==> src/rtl/if_stage_pkg.sv <==
// Shared definitions for the instruction-fetch stage: instruction width,
// the NOP encoding used for squashed slots and the default reset PC.
package if_stage_pkg;

    localparam int                 INSTR_W          = 32;
    localparam logic [INSTR_W-1:0] NOP_INSTR        = 32'h0000_0000;
    localparam logic [INSTR_W-1:0] DEFAULT_RESET_PC = 32'h0040_0000;

endpackage

==> src/rtl/if_stage_pc_register.sv <==
// Program-counter register: synchronous active-high reset to RESET_PC,
// loads i_d whenever i_load is high, otherwise holds.
module pc_register
    import if_stage_pkg::*;
#(
    parameter int               NBits    = INSTR_W,
    parameter logic [NBits-1:0] RESET_PC = NBits'(DEFAULT_RESET_PC)
) (
    input  logic             i_clk,
    input  logic             i_reset,
    input  logic             i_load,
    input  logic [NBits-1:0] i_d,
    output logic [NBits-1:0] o_q
);

    logic [NBits-1:0] r_pc;

    // PC state: reset wins, then load, otherwise hold
    always_ff @(posedge i_clk) begin
        if (i_reset) begin
            r_pc <= RESET_PC;
        end else if (i_load) begin
            r_pc <= i_d;
        end
    end

    assign o_q = r_pc;

endmodule

==> src/rtl/if_stage.sv <==
// Instruction-fetch stage: owns the PC, drives the instruction-memory word
// address and registers {instruction, PC+4, valid} into IF/ID.
// Optional build macro IF_BRANCH_DELAY_SLOT_EN: a redirect no longer squashes
// the instruction fetched alongside it (MIPS delay-slot behaviour).
//
// Flow control: there is no valid/ready handshake. stall is a level-sensitive
// hold request from the hazard unit and may stay high indefinitely; a redirect
// always overrides it for the PC, and reset overrides everything.
module if_stage
    import if_stage_pkg::*;
#(
    parameter int               NBits        = INSTR_W,
    parameter int               MEMORY_DEPTH = 512,
    parameter logic [NBits-1:0] RESET_PC     = NBits'(DEFAULT_RESET_PC)
) (
    input  logic                            clk,
    input  logic                            reset,
    input  logic                            stall,
    input  logic                            redirect_valid,
    input  logic [NBits-1:0]                redirect_pc,
    output logic [$clog2(MEMORY_DEPTH)-1:0] imem_addr,
    input  logic [NBits-1:0]                imem_data,
    output logic [NBits-1:0]                pc_out,
    output logic [NBits-1:0]                ifid_instr,
    output logic [NBits-1:0]                ifid_pc_plus4,
    output logic                            ifid_valid,
    output logic                            addr_error
);

    localparam int               AW       = $clog2(MEMORY_DEPTH);
    // One past the last byte address covered by instruction memory; one bit
    // wider than the PC so the bound cannot overflow.
    localparam logic [NBits:0]   PC_LIMIT = {1'b0, RESET_PC} + (NBits+1)'(4 * MEMORY_DEPTH);
    localparam logic [NBits-1:0] NOP_W    = NBits'(NOP_INSTR);

    logic [NBits-1:0] w_pc;
    logic [NBits-1:0] w_pc_plus4;
    logic [NBits-1:0] w_redirect_tgt;
    logic [NBits-1:0] w_next_pc;
    logic [NBits-1:0] w_offset;
    logic             w_pc_load;
    logic             w_misaligned;
    logic             w_out_of_range;
    logic             w_fault;

    logic [NBits-1:0] r_ifid_instr;
    logic [NBits-1:0] r_ifid_pc_plus4;
    logic             r_ifid_valid;
    logic             r_addr_error;

    pc_register #(
        .NBits    (NBits),
        .RESET_PC (RESET_PC)
    ) u_pc_register (
        .i_clk   (clk),
        .i_reset (reset),
        .i_load  (w_pc_load),
        .i_d     (w_next_pc),
        .o_q     (w_pc)
    );

    // Next-PC selection and fetch-address / fault decode
    always_comb begin
        w_pc_plus4     = w_pc + NBits'(4);
        w_redirect_tgt = {redirect_pc[NBits-1:2], 2'b00};
        w_pc_load      = redirect_valid | ~stall;
        w_next_pc      = redirect_valid ? w_redirect_tgt : w_pc_plus4;
        w_misaligned   = redirect_valid && (redirect_pc[1:0] != 2'b00);
        w_out_of_range = (w_next_pc < RESET_PC) || ({1'b0, w_next_pc} >= PC_LIMIT);
        w_fault        = w_pc_load && (w_misaligned || w_out_of_range);
        // Word offset from the memory base; high bits simply wrap away.
        w_offset       = w_pc - RESET_PC;
    end

    assign imem_addr = AW'(w_offset >> 2);
    assign pc_out    = w_pc;

    // IF/ID pipeline register: reset > redirect > stall > advance
    always_ff @(posedge clk) begin
        if (reset) begin
            r_ifid_instr    <= NOP_W;
            r_ifid_pc_plus4 <= '0;
            r_ifid_valid    <= 1'b0;
        end else if (redirect_valid) begin
`ifdef IF_BRANCH_DELAY_SLOT_EN
            if (!stall) begin
                r_ifid_instr    <= imem_data;
                r_ifid_pc_plus4 <= w_pc_plus4;
                r_ifid_valid    <= 1'b1;
            end
`else
            r_ifid_instr    <= NOP_W;
            r_ifid_pc_plus4 <= '0;
            r_ifid_valid    <= 1'b0;
`endif
        end else if (!stall) begin
            r_ifid_instr    <= imem_data;
            r_ifid_pc_plus4 <= w_pc_plus4;
            r_ifid_valid    <= 1'b1;
        end
    end

    // Sticky fetch-address fault, cleared only by reset
    always_ff @(posedge clk) begin
        if (reset) begin
            r_addr_error <= 1'b0;
        end else if (w_fault) begin
            r_addr_error <= 1'b1;
        end
    end

    assign ifid_instr    = r_ifid_instr;
    assign ifid_pc_plus4 = r_ifid_pc_plus4;
    assign ifid_valid    = r_ifid_valid;
    assign addr_error    = r_addr_error;

endmodule

==> config.mk <==
export PLATFORM = sky130hd
export DESIGN_NAME = if_stage
export DESIGN_NICKNAME = d
export VERILOG_FILES = /design/src/rtl/if_stage_pkg.sv /design/src/rtl/if_stage_pc_register.sv /design/src/rtl/if_stage.sv
export SDC_FILE = /design/constraint.sdc
export NUM_CORES = 1
export LEC_CHECK = 0
export ABC_CLOCK_PERIOD_IN_PS = 2790
export CORE_MARGIN = 2
export CORE_UTILIZATION = 40
export DETAILED_ROUTE_END_ITERATION = 10
export PLACE_DENSITY = 0.85
export RECOVER_POWER = 100
export SLEW_MARGIN = 0
export SYNTH_ARGS = -nofsm -noshare
export SYNTH_HDL_FRONTEND = slang
export SYNTH_SLANG_ARGS = --single-unit
==> constraint.sdc <==
create_clock -name clk -period 2.79 [get_ports clk]
set_clock_uncertainty 0.1 [all_clocks]
set_input_delay 0.4185 -clock clk [delete_from_list [all_inputs] [get_ports clk]]
set_output_delay 0.4185 -clock clk [all_outputs]
set_load 0.02 [all_outputs]
After elaboration in Yosys (flattened, before gate mapping). Index checks and enable logic that the tools add are counted.

Bits in registers: 98. Input port bits: 68. Output and inout port bits: 107. Logic and storage cells: 18.

Add/sub/neg operators: 2. $lt $le $gt $ge: 2. Mux-type cells: 1. Bitwise logic cells: 2. Reduce and logical (&&, ||, !) cells: 6.

Operator list (number): adder 32 x 3 -> 32 bit, second input constant (1); greater-or-equal comparator 32 x 23 -> 1 bit, second input constant (1); < comparator 32 x 23 -> 1 bit, second input constant (1); two-way mux 32 bit (1); subtractor 11 x 1 -> 11 bit, second input constant (1); logical AND 1 bit (2); logical OR 1 bit (2); nonzero test 2 bit (1); OR reduction 2 bit (1); inverter 1 bit (1); OR 1 bit (1).

Longest topological paths before layout. Gate-level depths: netlist of run 1.

Depth in word-level cells: 6. Gate-level depth with buffers: 9.

Hierarchy. A second synthesis of run 1 with hierarchy kept.

Cell total of the unflattened synthesis: 508. Area, all modules: 4748.3 µm².

Modules (own cells, without submodules): if_stage (instances 1, cells each 405, area an instance 3582.2 µm², seq. area each 1321.3 µm²); pc_register (instances 1, cells each 103, area an instance 1166.1 µm², seq. area each 640.6 µm²).

Worst setup path after synthesis of run 1. No wires, ideal clock.

Kind: register to register. From: reg u_pc_register.r_pc[2], in the netlist u_pc_register.o_q[2]. To: reg r_addr_error, in the netlist addr_error. Data arrival time: 2587 ps. Required time: 2563 ps. Path slack: -24 ps. Cell stages (with the launch flop): 9. Path buffers: 0. Clock period less this slack: 2814 ps. Cells stage by stage: dfxtp_1 > ha_1 > nand4_1 > nor3_1 > nand3_1 > xnor2_1 > o41a_1 > a2111oi_2 > a21oi_1.

Word-level cells in the longest chain between the ends: 6. Elaborated cells on any way between the ends: 7. Those cells by class: add/sub: 1; order compare: 2; mux: 1; reduce/logical: 3.

Ends and longest elaborated chain: from (decl) (RTL line if_stage_pc_register.sv:16) `logic [NBits-1:0] r_pc;`; from (signal assigned) (RTL line if_stage_pc_register.sv:23) `r_pc <= i_d;`; adder 32 x 3 -> 32 bit (*) (RTL line if_stage.sv:64) `w_pc_plus4 = w_pc + NBits'(4);`; two-way mux 32 bit (*) (RTL line if_stage.sv:67) `w_next_pc = redirect_valid ? w_redirect_tgt : w_pc_plus4;`; < comparator 32 x 23 -> 1 bit / greater-or-equal comparator 32 x 23 -> 1 bit (equally long branches) (RTL line if_stage.sv:69) `w_out_of_range = (w_next_pc < RESET_PC) || ({1'b0, w_next_pc} >= PC_LIMIT);`; logical OR 1 bit (*) (RTL line if_stage.sv:69); logical OR 1 bit (*) (RTL line if_stage.sv:70) `w_fault = w_pc_load && (w_misaligned || w_out_of_range);`; logical AND 1 bit (*) (RTL line if_stage.sv:70); to (signal assigned) (RTL line if_stage.sv:106) `r_addr_error <= 1'b0;`; to (signal assigned) (RTL line if_stage.sv:108) `r_addr_error <= 1'b1;`; to (decl) (RTL line if_stage.sv:49) `logic r_addr_error;`.

Mark *: on every way between the ends. The rest lies on a longest branch, timed or not. A chain may end at the register's enable or synchronous reset.

Worst setup path in the final report of run 1.
From: reg u_pc_register.r_pc[14], in the netlist u_pc_register.o_q[14]. To: reg r_addr_error, in the netlist addr_error.

The elaborated chain is that of the path after synthesis.

==> flow_metrics.env, run 1 <==
export IMPL_cts_root_buffer_cell="sky130_fd_sc_hd__clkbuf_16"
export IMPL_per_cell_via_count_in_the_routed_design=5.52
export IMPL_tightest_slew_ns=1.12
export IMPL_hpwlAfterDp_um=12200
export IMPL_routed_wl_um=16200
export IMPL_total_power_mw=3.34
export IMPL_routed_wire_length_per_instance_um=18.3
export IMPL_yosysSeqAreaShare_pct=41.4
export IMPL_global_route_usage_total_pct=25.4
export IMPL_synth_seq_cells=98
export IMPL_timing_slew_headroom_pct=25.1
export IMPL_h_tree_depth=3
export IMPL_count_of_nets_left_with_antenna_violations_after_detail_routing=0
export IMPL_path_common_cell="sky130_fd_sc_hd__nand4_1"
export IMPL_synth_yosys_warnings=0
export IMPL_drive_above_1_share_pct=7.24
export IMPL_crit_slowest_cell="sky130_fd_sc_hd__dfxtp_1"
export IMPL_cap_viol_max_count=0
export IMPL_cts_made_buffers=9
export IMPL_ir_drop_mv=0.337
export IMPL_maxClockFrequency_ghz=0.368
export IMPL_setup_worst_path_start_class="flop"
export IMPL_final_fill_count=1011
export IMPL_post_synth_cell_area_avg_um2=8.19
export IMPL_synth_cells=578
export IMPL_finalMaxSlewViolations=0
export IMPL_insertedDiodeCount=0
export IMPL_placement_io_buffers=174
export IMPL_worstPathCellList="nand4_1 -> nor3_1 -> buf_4 -> nand4_1 -> xnor2_1 -> mux2_2 -> nor4_1 -> a21oi_1"
export IMPL_cp_buffers_inverters=1
export IMPL_grt_first_pass_wirelength_um=25600
export IMPL_start_util_pct=41.3
export IMPL_outcome="complete, no violations"
export IMPL_synth_top_cell_area_share_pct=41.4
export IMPL_synth_enable_flop_cells=0
export IMPL_cts_sinks=98
export IMPL_finish_utilization_pct=60.7
export IMPL_cts_tree="done"
export IMPL_multiInputGateArea_um2=2510
export IMPL_cp_capture_type="flop"
export IMPL_cts_hold_fix_buffers=0
export IMPL_ys_flop_type="sky130_fd_sc_hd__dfxtp_1"
export IMPL_min_period_ns=2.72
export IMPL_timing_critical_path_max_delay_family="simple AND/OR/NAND/NOR gates"
export IMPL_grt_overflow_total=0
export IMPL_clkSlewWorstSetupHoldPaths_ns=0.07
export IMPL_hold_violation_count_in_the_final_report=0
export IMPL_p_leak_nw=2.88
export IMPL_grt_max_degree=43
export IMPL_setup_repair_after_global_routing_missed_its_margin="false"
export IMPL_postLayoutCellArea_um2=6960
export IMPL_synthesis_nets=647
export IMPL_die_area_um2=12700
export IMPL_async_reset_ff_share_pct=0
export IMPL_fin_ws_ns=0.0742
export IMPL_grt_pass1_vias=4722
export IMPL_worstPathRequired_ns=2.91
export IMPL_ys_types=53
export IMPL_synth_cell_area_um2=4740
export IMPL_route_vias_total=4909
export IMPL_crit_path_max_fanout=10
export IMPL_number_of_standard_cell_rows_in_the_floorplan=39
export IMPL_fin_tns_setup_ns=0
export IMPL_antenna_violations_before_repair=0
export IMPL_number_of_drc_markers_in_iteration_0=282
export IMPL_synth_top_cells_by_area="sky130_fd_sc_hd__dfxtp_1 (41%), sky130_fd_sc_hd__mux2i_1 (8.7%), sky130_fd_sc_hd__nor2_1 (7.6%)"
export IMPL_number_of_failing_setup_endpoints_in_the_final_timing_report=0
export IMPL_hold_path_class="primary input to flop"
export IMPL_dp_worst_setup_slack_ns=0.0875
export IMPL_die_x_um=113
export IMPL_fp_coreArea_um2=11500
export IMPL_place_area_um2=6690
export IMPL_finalCritPeriodShare_pct=97.3
export IMPL_firstDrtPassIters=7
export IMPL_area_growth_synth_to_finish_pct=46.9
export IMPL_finalNetCount=811
export IMPL_clk_latency_ns=0.35
export IMPL_placed_cells_incl_taps=874
export IMPL_critPathMaxStageDelay_ns=0.53
export IMPL_path_class="flop to flop"
export IMPL_pwr_density_cell_nw_per_um2=480
export IMPL_cp_data_arrival_time_ns=2.83
export IMPL_synth_area_leader_cell="sky130_fd_sc_hd__dfxtp_1"
export IMPL_layout_area_seq_um2=1960
export IMPL_layout_cells_non_filler=889
export IMPL_die_height_um=113
export IMPL_gp_routability_congestion=0.974
export IMPL_remaining_drc_errors=0
export IMPL_timing_hold_ws_ns=0.352
export IMPL_ctsLongestPathBuffers=2
export IMPL_number_of_ports_placed_on_the_die_boundary=175
==> logic make-up (layout without fill, tap and decap cells) <==
| kind of cell | Yosys count | after routing | synth area share (%) |
|---|---|---|---|
| AND/OR/NAND/NOR | 240 | 240 | 23.6 |
| AO/OA/AOI/OAI | 99 | 99 | 13.4 |
| flip-flops | 98 | 98 | 41.4 |
| buffers and inverters | 65 | 233 | 6.26 |
| multiplexers | 42 | 42 | 8.90 |
| XOR/XNOR | 33 | 33 | 6.10 |
| adder cells (fa/ha/maj) | 1 | 1 | 0.264 |
==> where the power goes <==
group / internal, mW / switching [mW]
clock network: 0.611 / 0.579
logic: 0.299 / 0.341
registers: 1.46 / 0.0555
==> placed cells by master, fill, tap and decap left out, types with 6 or more instances in the layout <==
cell                              instances
sky130_fd_sc_hd__xnor2_1                 26
sky130_fd_sc_hd__nand2_1                 59
sky130_fd_sc_hd__o21ai_0                 11
sky130_fd_sc_hd__nor3_1                  13
sky130_fd_sc_hd__a211oi_1                 8
sky130_fd_sc_hd__clkdlybuf4s50_1         65
sky130_fd_sc_hd__a21oi_1                 44
sky130_fd_sc_hd__nand3_1                 11
sky130_fd_sc_hd__nor2_1                  96
sky130_fd_sc_hd__nand2b_1                 6
sky130_fd_sc_hd__dfxtp_1                 98
sky130_fd_sc_hd__nand4_1                 13
sky130_fd_sc_hd__buf_4                   24
sky130_fd_sc_hd__dlygate4sd3_1          108
sky130_fd_sc_hd__xor2_1                   7
sky130_fd_sc_hd__nor4_1                  12
sky130_fd_sc_hd__inv_1                   11
sky130_fd_sc_hd__clkbuf_16                9
sky130_fd_sc_hd__mux2i_1                 41
==> what timing repair did <==
action | in CTS | in global routing
setup buffers | 0 | 0
endpoints found under the hold margin | 0 | 0
endpoints found under the setup margin | 0 | 1
gates resized for setup | 0 | 4
==> layer usage <==
layer / track usage (%) / vias to the layer above / part of all wire, %
li1: - / 2334 / -
met1: 31.2 / 2336 / 41
met2: 44.0 / 200 / 49
met3: 5.20 / 39 / 6.8
met4: 9.43 / 0 / 2.7
met5: 0 / - / 0
==> cell type report <==
cell class	instances	area share, %
multi-input cells	415	36.1
repair buffers	207	28.5
flip-flops and latches	98	28.2
clock buffers	9	3.24
well taps	143	2.57
clock inverters	6	0.738
inverters	11	0.594
==> sequential cells by signal (all words and copies together), names as in the netlist <==
register / flops
ifid_valid: 1
ifid_pc_plus4: 32
u_pc_register.o_q: 32
ifid_instr: 32
addr_error: 1
==> synthesized netlist by cell type, types with 5 or more instances <==
library cell	instances
sky130_fd_sc_hd__a211oi_1	8
sky130_fd_sc_hd__a21oi_1	44
sky130_fd_sc_hd__buf_1	9
sky130_fd_sc_hd__buf_2	9
sky130_fd_sc_hd__buf_4	11
sky130_fd_sc_hd__clkbuf_1	25
sky130_fd_sc_hd__dfxtp_1	98
sky130_fd_sc_hd__inv_1	11
sky130_fd_sc_hd__mux2i_1	41
sky130_fd_sc_hd__nand2_1	59
sky130_fd_sc_hd__nand2b_1	6
sky130_fd_sc_hd__nand3_1	12
sky130_fd_sc_hd__nand4_1	13
sky130_fd_sc_hd__nor2_1	96
sky130_fd_sc_hd__nor3_1	14
sky130_fd_sc_hd__nor4_1	13
sky130_fd_sc_hd__o21ai_0	11
sky130_fd_sc_hd__o31a_1	5
sky130_fd_sc_hd__o31ai_1	5
sky130_fd_sc_hd__xnor2_1	26
sky130_fd_sc_hd__xor2_1	7
==> worst reg2reg max path, cell delays in order, from the launching register on <==
cell and delay [ns]:
sky130_fd_sc_hd__dfxtp_1 0.53, sky130_fd_sc_hd__nand4_1 0.20, sky130_fd_sc_hd__nor3_1 0.40, sky130_fd_sc_hd__buf_4 0.22
sky130_fd_sc_hd__nand4_1 0.11, sky130_fd_sc_hd__xnor2_1 0.18, sky130_fd_sc_hd__mux2_2 0.30, sky130_fd_sc_hd__nor4_1 0.44
sky130_fd_sc_hd__a21oi_1 0.11
==> path summary, 6_finish.rpt <==
check,slack (ns),endpoint,from,cells after the start
worst max-delay path,0.07,addr_error$_SDFFE_PP0P_,u_pc_register.o_q[14]$_SDFFE_PP0P_,8
worst min-delay path,0.35,ifid_pc_plus4[6]$_SDFFE_PP0N_,stall,3
worst min register to register,0.36,ifid_pc_plus4[23]$_SDFFE_PP0N_,ifid_pc_plus4[23]$_SDFFE_PP0N_,2
worst max register to register,0.07,addr_error$_SDFFE_PP0P_,u_pc_register.o_q[14]$_SDFFE_PP0P_,8
Note: power is estimated with default switching activity, not from simulation.
==> inputs of run 2 (changes only) <==
Settings changed: CORE_MARGIN 2 to 4.
==> run 2 against run 1 <==
Via count up 1.4%. Critical endpoint unchanged. Global-route usage fell by 2.0 points. Maximum frequency is 1.1% higher. Highest routed layer unchanged. Sequential share of layout area rose by 0.18 points. Routed wire length increased by 1.4%. Sequential cell count unchanged. Non-clock buffer count decreased by 5. Total power grew 2.5%.
==> flow_metrics.env, run 2 (synthesized netlist as in run 1, its figures left out) <==
export IMPL_grt_first_pass_wirelength_um=25000
export IMPL_grt_pass1_vias=4792
export IMPL_placement_io_buffers=174
export IMPL_hold_violation_count_in_the_final_report=0
export IMPL_fin_tns_setup_ns=0
export IMPL_hpwlAfterDp_um=12400
export IMPL_detailroute_wirelength_met2_um=8180
export IMPL_clk_latency_ns=0.34
export IMPL_cp_data_arrival_time_ns=2.81
export IMPL_tightest_slew_ns=1.04
export IMPL_worstPathRequired_ns=2.91
export IMPL_min_period_ns=2.69
export IMPL_cts_made_buffers=9
export IMPL_number_of_standard_cell_rows_in_the_floorplan=39
export IMPL_ir_drop_mv=0.283
export IMPL_gp_routability_congestion=0.961
export IMPL_cap_viol_max_count=0
export IMPL_area_growth_synth_to_finish_pct=45.9
export IMPL_finalCritPeriodShare_pct=96.3
export IMPL_worstPathCellList="nand4_2 -> clkbuf_1 -> nor4_1 -> buf_4 -> nand4_1 -> xnor2_1 -> mux2_2 -> nor4_1 -> a21oi_1"
export IMPL_cp_capture_type="flop"
export IMPL_setup_repair_after_global_routing_missed_its_margin="false"
export IMPL_finalMaxSlewViolations=0
export IMPL_ctsLongestPathBuffers=2
export IMPL_number_of_ports_placed_on_the_die_boundary=175
export IMPL_firstDrtPassIters=5
export IMPL_maxClockFrequency_ghz=0.372
export IMPL_cts_sinks=98
export IMPL_antenna_violations_before_repair=0
export IMPL_routed_wl_um=16500
export IMPL_outcome="complete, no violations"
export IMPL_critPathMaxStageDelay_ns=0.38
export IMPL_h_tree_depth=3
export IMPL_place_area_um2=6630
export IMPL_pwr_density_cell_nw_per_um2=495
export IMPL_route_vias_total=4978
export IMPL_global_route_usage_total_pct=23.4
export IMPL_number_of_failing_setup_endpoints_in_the_final_timing_report=0
export IMPL_routed_top_layer="met4"
export IMPL_remaining_drc_errors=0
export IMPL_postLayoutCellArea_um2=6910
export IMPL_timing_hold_ws_ns=0.364
export IMPL_number_of_drc_markers_in_iteration_0=405
export IMPL_per_cell_via_count_in_the_routed_design=5.62
export IMPL_die_height_um=117
export IMPL_mostFrequentLayoutCell="sky130_fd_sc_hd__dlygate4sd3_1"
export IMPL_start_util_pct=41.1
export IMPL_insertedDiodeCount=0
export IMPL_crit_path_max_fanout=8
export IMPL_clkSlewWorstSetupHoldPaths_ns=0.07
export IMPL_crit_slowest_cell="sky130_fd_sc_hd__nor4_1"
export IMPL_drive_above_1_share_pct=6.74
export IMPL_cts_hold_fix_buffers=0
export IMPL_timing_slew_headroom_pct=30.4
export IMPL_path_class="flop to flop"
export IMPL_cts_resized=0
export IMPL_multiInputGateArea_um2=2510
export IMPL_cts_tree="done"
export IMPL_route_met3_wl_um=1230
export IMPL_count_of_nets_left_with_antenna_violations_after_detail_routing=0
export IMPL_cp_buffers_inverters=2
export IMPL_die_x_um=117
export IMPL_final_fill_count=1039
export IMPL_setup_worst_path_start_class="flop"
export IMPL_total_power_mw=3.42
export IMPL_die_area_um2=13600
export IMPL_p_leak_nw=2.86
export IMPL_timing_critical_path_max_delay_family="simple AND/OR/NAND/NOR gates"
export IMPL_layout_common_cells="sky130_fd_sc_hd__dlygate4sd3_1 (108), sky130_fd_sc_hd__dfxtp_1 (98), sky130_fd_sc_hd__nor2_1 (96)"
export IMPL_finalNetCount=806
export IMPL_met1Wirelength_um=6680
export IMPL_hold_path_class="flop to flop"
export IMPL_grt_overflow_total=0
export IMPL_post_cts_setup_buffer_count=0
export IMPL_fp_coreArea_um2=11500
export IMPL_layout_area_seq_um2=1960
export IMPL_cts_root_buffer_cell="sky130_fd_sc_hd__clkbuf_16"
export IMPL_routed_wire_length_per_instance_um=18.6
export IMPL_path_common_cell="sky130_fd_sc_hd__nor4_1"
export IMPL_grt_max_degree=38
## run 2: where the power goes
group	switching, mW	internal, mW
sequential	0.0597	1.46
clock	0.576	0.707
combinational	0.334	0.291
total	0.970	2.45
## run 2: through the flow
| step | instances | util, % | worst slack, ns |
|---|---|---|---|
| after global placement | 869 | 57.6 | 0.210 |
| after floorplan | 578 | - | 0.0403 |
| final | 885 | 60.0 | 0.103 |
| after global routing | 885 | 60.0 | 0.00404 |
| after detailed placement | 869 | 57.6 | 0.0525 |
| after CTS | 885 | 60.2 | 0.0111 |
## run 2: worst min-delay path, delay by kind of cell, from the launching register on
| family | cells | cell delay (ns) |
|---|---|---|
| and+or+nand+nor | 1 | 0.06 |
| DFF | 1 | 0.31 |
| AOI/OAI and AO/OA | 1 | 0.05 |
## run 2: layout make-up
| type | instances | share of cell area (%) |
|---|---|---|
| clock buffers | 10 | 3.31 |
| clock inverters | 6 | 1.07 |
| multi-input cells | 415 | 36.3 |
| flip-flops and latches | 98 | 28.4 |
| inverters | 11 | 0.597 |
| well taps | 143 | 2.59 |
| repair buffers | 202 | 27.8 |
## run 2: metal layers
layer | up-vias | global-route usage (%)
met2 | 258 | 40.2
met4 | 0 | 8.33
met3 | 34 | 3.50
li1 | 2325 | -
met5 | - | 0
met1 | 2361 | 29.9
## run 2: path summary, 6_finish.rpt
check	from	to	slack (ns)	cells past startpoint
worst min register to register	ifid_pc_plus4[22]$_SDFFE_PP0N_	ifid_pc_plus4[22]$_SDFFE_PP0N_	0.36	2
worst max register to register	u_pc_register.o_q[10]$_SDFFE_PP0P_	addr_error$_SDFFE_PP0P_	0.10	9
worst max-delay path	u_pc_register.o_q[10]$_SDFFE_PP0P_	addr_error$_SDFFE_PP0P_	0.10	9
worst min-delay path	ifid_pc_plus4[22]$_SDFFE_PP0N_	ifid_pc_plus4[22]$_SDFFE_PP0N_	0.36	2
